==> src/rtl/arcade_input_mapper.sv <==
// Player-input front end: merges PS/2 key events and HPS joysticks into registered
// per-player directions, buttons and starts, with autofire and a timed coin-pulse FSM.
module arcade_input_mapper #(
   parameter int          NPLAYERS     = 2,
   parameter int          NBUTTONS     = 2,
   parameter logic [23:0] COIN_CYCLES  = 24'd1_000_000,
   parameter logic [19:0] AUTOFIRE_DIV = 20'd400_000,
   parameter bit          ACTIVE_LOW   = 1'b1
) (
   input  logic                         clk_sys,
   input  logic                         reset_n,
   input  logic [10:0]                  ps2_key,
   input  logic [16*NPLAYERS-1:0]       joystick,
   input  logic [NPLAYERS-1:0]          autofire_en,
   output logic [4*NPLAYERS-1:0]        out_dir,
   output logic [NBUTTONS*NPLAYERS-1:0] out_btn,
   output logic [NPLAYERS-1:0]          out_start,
   output logic                         out_coin
);

   // Handshake-free block: every input is sampled on each clk_sys edge, and every
   // output is a register updated on every edge (no valid/ready pairs involved).

   typedef enum logic [1:0] {
      COIN_IDLE     = 2'd0,
      COIN_PULSE    = 2'd1,
      COIN_GAP      = 2'd2,
      COIN_PEND_CHK = 2'd3
   } coin_state_t;

   function automatic logic [8:0] btn_code(input int k);
      case (k)
         0:       btn_code = 9'h014;
         1:       btn_code = 9'h029;
         2:       btn_code = 9'h011;
         default: btn_code = 9'h012;
      endcase
   endfunction

   function automatic logic [8:0] start_code(input int p);
      case (p)
         0:       start_code = 9'h005;
         1:       start_code = 9'h006;
         2:       start_code = 9'h004;
         default: start_code = 9'h00C;
      endcase
   endfunction

   logic                         primed;
   logic                         old_tog;
   logic [3:0]                   key_dir;
   logic [NBUTTONS-1:0]          key_btn;
   logic [NPLAYERS-1:0]          key_start;
   logic                         key_coin;

   logic [4*NPLAYERS-1:0]        held_dir;
   logic [NBUTTONS*NPLAYERS-1:0] held_btn;
   logic [NBUTTONS*NPLAYERS-1:0] btn_fire;
   logic [NPLAYERS-1:0]          held_start;
   logic                         coin_any;
   logic                         coin_prev;
   logic                         coin_req;

   logic [19:0]                  af_cnt;
   logic                         af_phase;

   coin_state_t                  coin_state;
   coin_state_t                  coin_state_nxt;
   logic [23:0]                  coin_cnt;
   logic [23:0]                  coin_cnt_nxt;
   logic                         pending;
   logic                         pending_nxt;
   logic                         coin_active_nxt;

   logic                         unused_joy;
   assign unused_joy = ^joystick;

   // Key latches; the first edge after reset only primes old_tog so a stale toggle is not decoded.
   always_ff @(posedge clk_sys or negedge reset_n) begin
      if (!reset_n) begin
         primed    <= 1'b0;
         old_tog   <= 1'b0;
         key_dir   <= '0;
         key_btn   <= '0;
         key_start <= '0;
         key_coin  <= 1'b0;
      end else if (!primed) begin
         primed  <= 1'b1;
         old_tog <= ps2_key[10];
      end else if (ps2_key[10] != old_tog) begin
         old_tog <= ps2_key[10];
         case (ps2_key[7:0])
            8'h75:   key_dir[3] <= ps2_key[9];
            8'h72:   key_dir[2] <= ps2_key[9];
            8'h6B:   key_dir[1] <= ps2_key[9];
            8'h74:   key_dir[0] <= ps2_key[9];
            default: ;
         endcase
         for (int k = 0; k < NBUTTONS; k++) begin
            if (ps2_key[8:0] == btn_code(k)) key_btn[k] <= ps2_key[9];
         end
         for (int p = 0; p < NPLAYERS; p++) begin
            if (ps2_key[8:0] == start_code(p)) key_start[p] <= ps2_key[9];
         end
         if (ps2_key[8:0] == 9'h02E) key_coin <= ps2_key[9];
      end
   end

   always_comb begin
      held_dir   = '0;
      held_btn   = '0;
      held_start = '0;
      coin_any   = key_coin;
      for (int p = 0; p < NPLAYERS; p++) begin
         held_dir[4*p +: 4] = joystick[16*p +: 4];
         for (int k = 0; k < NBUTTONS; k++) begin
            held_btn[NBUTTONS*p+k] = joystick[16*p+4+k];
         end
         held_start[p] = joystick[16*p+4+NBUTTONS] | key_start[p];
         coin_any      = coin_any | held_start[p] | joystick[16*p+5+NBUTTONS];
      end
      held_dir[3:0]          = held_dir[3:0] | key_dir;
      held_btn[NBUTTONS-1:0] = held_btn[NBUTTONS-1:0] | key_btn;
   end

   always_comb begin
      btn_fire = held_btn;
      for (int p = 0; p < NPLAYERS; p++) begin
         if (autofire_en[p]) btn_fire[NBUTTONS*p] = held_btn[NBUTTONS*p] & af_phase;
      end
   end

   always_ff @(posedge clk_sys or negedge reset_n) begin
      if (!reset_n) begin
         af_cnt   <= '0;
         af_phase <= 1'b0;
      end else if (af_cnt == AUTOFIRE_DIV - 20'd1) begin
         af_cnt   <= '0;
         af_phase <= ~af_phase;
      end else begin
         af_cnt <= af_cnt + 20'd1;
      end
   end

   assign coin_req = coin_any & ~coin_prev;

   // Coin FSM: state register
   always_ff @(posedge clk_sys or negedge reset_n) begin
      if (!reset_n) begin
         coin_state <= COIN_IDLE;
         coin_cnt   <= '0;
         pending    <= 1'b0;
         coin_prev  <= 1'b0;
      end else begin
         coin_state <= coin_state_nxt;
         coin_cnt   <= coin_cnt_nxt;
         pending    <= pending_nxt;
         coin_prev  <= coin_any;
      end
   end

   // Coin FSM: next state. Only one request can wait; extra ones are dropped.
   always_comb begin
      coin_state_nxt = coin_state;
      coin_cnt_nxt   = coin_cnt;
      pending_nxt    = pending;
      case (coin_state)
         COIN_IDLE: begin
            if (coin_req) begin
               coin_state_nxt = COIN_PULSE;
               coin_cnt_nxt   = '0;
            end
         end
         COIN_PULSE: begin
            if (coin_req) pending_nxt = 1'b1;
            if (coin_cnt == COIN_CYCLES - 24'd1) begin
               coin_state_nxt = COIN_GAP;
               coin_cnt_nxt   = '0;
            end else begin
               coin_cnt_nxt = coin_cnt + 24'd1;
            end
         end
         COIN_GAP: begin
            if (coin_req) pending_nxt = 1'b1;
            if (coin_cnt == COIN_CYCLES - 24'd1) begin
               coin_state_nxt = COIN_PEND_CHK;
               coin_cnt_nxt   = '0;
            end else begin
               coin_cnt_nxt = coin_cnt + 24'd1;
            end
         end
         COIN_PEND_CHK: begin
            if (pending || coin_req) begin
               coin_state_nxt = COIN_PULSE;
               coin_cnt_nxt   = '0;
               pending_nxt    = 1'b0;
            end else begin
               coin_state_nxt = COIN_IDLE;
            end
         end
         default: coin_state_nxt = COIN_IDLE;
      endcase
   end

   // Coin FSM: output decode, registered below together with the other outputs
   always_comb begin
      coin_active_nxt = (coin_state_nxt == COIN_PULSE);
   end

   always_ff @(posedge clk_sys or negedge reset_n) begin
      if (!reset_n) begin
         out_dir   <= {4*NPLAYERS{ACTIVE_LOW}};
         out_btn   <= {NBUTTONS*NPLAYERS{ACTIVE_LOW}};
         out_start <= {NPLAYERS{ACTIVE_LOW}};
         out_coin  <= ACTIVE_LOW;
      end else begin
         out_dir   <= held_dir ^ {4*NPLAYERS{ACTIVE_LOW}};
         out_btn   <= btn_fire ^ {NBUTTONS*NPLAYERS{ACTIVE_LOW}};
         out_start <= held_start ^ {NPLAYERS{ACTIVE_LOW}};
         out_coin  <= coin_active_nxt ^ ACTIVE_LOW;
      end
   end

endmodule

==> config.mk <==
export PLATFORM = sky130hd
export DESIGN_NAME = arcade_input_mapper
export DESIGN_NICKNAME = d
export VERILOG_FILES = /design/src/rtl/arcade_input_mapper.sv
export SDC_FILE = /design/constraint.sdc
export NUM_CORES = 1
export LEC_CHECK = 0
export ABC_AREA = 1
export CORE_UTILIZATION = 54
export DETAILED_ROUTE_END_ITERATION = 16
export GPL_TIMING_DRIVEN = 0
export MAX_ROUTING_LAYER = met4
export PLACE_DENSITY = 0.78
export SYNTH_ARGS = -nofsm -noshare
export SYNTH_HDL_FRONTEND = slang
export SYNTH_SLANG_ARGS = --single-unit
==> constraint.sdc <==
create_clock -name clk_sys -period 2 [get_ports clk_sys]
set_clock_uncertainty 0.2 [all_clocks]
set_input_delay 0.6 -clock clk_sys [delete_from_list [all_inputs] [get_ports clk_sys]]
set_output_delay 0.6 -clock clk_sys [all_outputs]
set_load 0.005 [all_outputs]
==> metrics <==
initial antenna violation count=0; VDD IR max=around 0.42 mV; reg2reg end=af_cnt[12]; post-synth cell types=35; Max-Cap Viols=0; fmax=between 500 and 600 MHz; Vias per Instance=around 5.3; max incr delay on CP=just over 400 ps; reg2reg start=af_cnt[0]; final core utilization=0.692; row cnt=31; mapped cell area=~4100 um^2; via count=roughly 3700; Yosys top cell by area=dfrtp_1; port bufs=45; total wire length=just under 10000 um; I/O pin count=62; hold endpoint=out_btn[1]; initial core utilization=0.560; fin nets=641; Finished Layout Cells=roughly 690; placed instance area=4660 um^2; multi-input logic area=between 1500 and 2000 um^2; Num CTS Buffers=9; crit path kind=input port to register; number of global-route vias before repair=around 3400; Sink Count=between 70 and 80; antenna viol nets, final=0; Final HPWL DP=approximately 6900 um; post-synth top area share=0.370; Hold Crit Class=register to register; net count after synthesis=just under 600; DIE AREA=~7900 um^2; worst-path fanout max=7; Tmin final=around 2000 ps; Crit path required time=a little over 2000 ps; Total GRT Usage=0.270; Most common cell on crit path=nand2_2; Layout area overhead=23.6%; die height=88.7 um; DRC Markers=0; register area share after synthesis=0.467; cell count after placement=672; R2R Setup Slk=90 ps; Reg area=1900 um^2; CP startpoint kind=input port; RSZ-0062 raised after global routing=yes; Reg clk slew, reported paths=about 80 ps; most common cell in the netlist=nand2_1; gpl congestion=between 0.9 and 1; GRT overflow=0; warnings from Yosys=0; fin crit share=0.975; outcome=finished clean; core area=between 7000 and 8000 um^2; Synth top cells by count=nand2_1 (123), nor2_1 (89), inv_1 (67), dfrtp_1 (60), nand3_1 (37); ys async rst share=1.00; first-pass GRT wire length=between 15000 and 20000 um; Final Slew Violations=0; largest cells by area after synthesis=dfrtp_1 (37%), nand2_1 (11%), dfstp_2 (9.7%), nor2_1 (8.2%), inv_1 (6.2%); Worst setup EP type=register; antenna diode count=0; DRT Pass-1 Iters=5; Design Area, Final=roughly 5000 um^2; Avg Inst Size Synth=between 7 and 8 um^2; DR iter-0 viols=around 270; WHS=~190 ps; layout cells sized above 1=0.108; clock latency on the worst-skew pair=around 350 ps; chip width=88.7 um; leakage=approximately 2.3 nW; detailed-route wire length per cell=14.0 um; CTS tree=built; # setup viols final=0; clock root buffer=clkbuf_8; Power Density=~650 nW/um^2; HP Start=key_btn[1]; synthesis-stage register bit count=75; Critical Path, Cell by Cell=clkdlybuf4s50_1 -> nor2_2 -> nand2_2 -> o21bai_4 -> nand2_4 -> buf_8 -> nand2_2 -> xor2_1 -> nor2_1; worst hold stages=1; Fillers=approximately 610; Post-Syn Instances=527; CP arrival=2000 ps; pin count of the biggest net entering global routing=between 50 and 60; count of final hold-check violations=0; Max clock buf depth=2; EDFF count, synth=0; Slowest cell on crit path=clkdlybuf4s50_1; Top FF cell, synth=dfrtp_1; reg2reg path depth=6; H-tree levels=3
registers in the layout (all words and copies together) (netlist names):
name and cells:
out_dir 8, key_dir 4, out_start 2, out_btn 4, old_tog 1, key_btn 2, out_coin 1, pending 1
af_phase 1, coin_cnt 24, key_start 2, key_coin 1, coin_prev 1, coin_state 2, af_cnt 20, primed 1
where the power goes:
part / switching [mW] / internal, mW / total, mW / leakage [nW]
registers: 0.00691 / 1.55 / 1.55 / 0.920
clock network: 0.581 / 0.955 / 1.54 / 0.128
logic: 0.0868 / 0.0874 / 0.174 / 1.29
worst max-delay path, delay by kind of cell:
| family | cells | cell delay [ps] |
|---|---|---|
| buffers and inverters | 2 | 570 |
| and+or+nand+nor | 5 | 500 |
| AOI/OAI and AO/OA | 1 | 180 |
| xor gates and xnor gates | 1 | 140 |
repair_timing:
item,4_1_cts,5_1_grt
gates resized for setup,20,20
endpoints found under the setup margin,43,35
gates cloned,0,1
hold buffers,1,0
pin swaps,1,4
buffers inserted,1,0
hold endpoints to repair,12,0
stage by stage:
step / setup TNS, ps / setup WS, ps / total power, mW
3_5_place_dp: -11560 / -410 / 1.76
2_1_floorplan: 0 / 189 / 1.62
3_3_place_gp: -180690 / -2440 / 1.75
6_report: 0 / 50.4 / 3.26
4_1_cts: 0 / 5.24 / 3.28
5_1_grt: -167 / -42.8 / 3.36
per-layer routing:
layer	vias to the layer above	part of all wire	GRT usage
li1	1822	-	-
met1	1733	0.43	0.320
met2	103	0.50	0.444
met3	22	0.044	0.0476
met4	0	0.023	0.129
met5	-	0	-
cells in the final DEF (no fill, tap or decap), types with 3 or more instances in the layout:
master             n
a21oi_1           10
bufinv_16          4
clkbuf_1           3
clkbuf_8           9
clkdlybuf4s50_1   28
dfrtp_1           60
dfstp_2           15
dlygate4sd2_1     15
ha_1               5
inv_1             66
nand2_1          120
nand2_2            7
nand3_1           36
nand4_1           27
nor2_1            87
nor2_2             4
nor3_1            15
nor4_1             3
o21ai_0           19
o21bai_1           3
xnor2_1            3
xor2_1            15
worst max-delay path by stage:
stage,startpoint,depth (start not counted),slack (ps),end
after global routing,joystick[23],9,-40,coin_cnt[17]
after CTS,coin_cnt[1],10,5,coin_cnt[8]
after global placement,reset_n,1,-2440,old_tog
after floorplan,joystick[7],8,190,coin_cnt[17]
after detailed placement,joystick[7],8,-410,coin_cnt[23]
final,joystick[23],9,50,coin_cnt[17]
area by class of cell:
cell class                      count  area share
Sequential cell                    75       0.378
Timing Repair Buffer               49       0.100
Clock inverter                      5      0.0249
Inverter                           69      0.0526
Multi-Input combinational cell    378       0.386
Buffer                              5     0.00798
Tap cell                           99      0.0247
Clock buffer                       11      0.0262
cell families (layout without fill, tap and decap cells):
group,count (synthesis),after routing,synth area share
buffers and inverters,74,139,0.0706
XOR/XNOR,18,18,0.0388
flip-flops,75,75,0.467
AO/OA/AOI/OAI,40,40,0.0595
AND/OR/NAND/NOR,312,312,0.342
adder cells (fa/ha/maj),7,7,0.0216
other,1,1,0.000924
(Power assumes the default switching activity.)
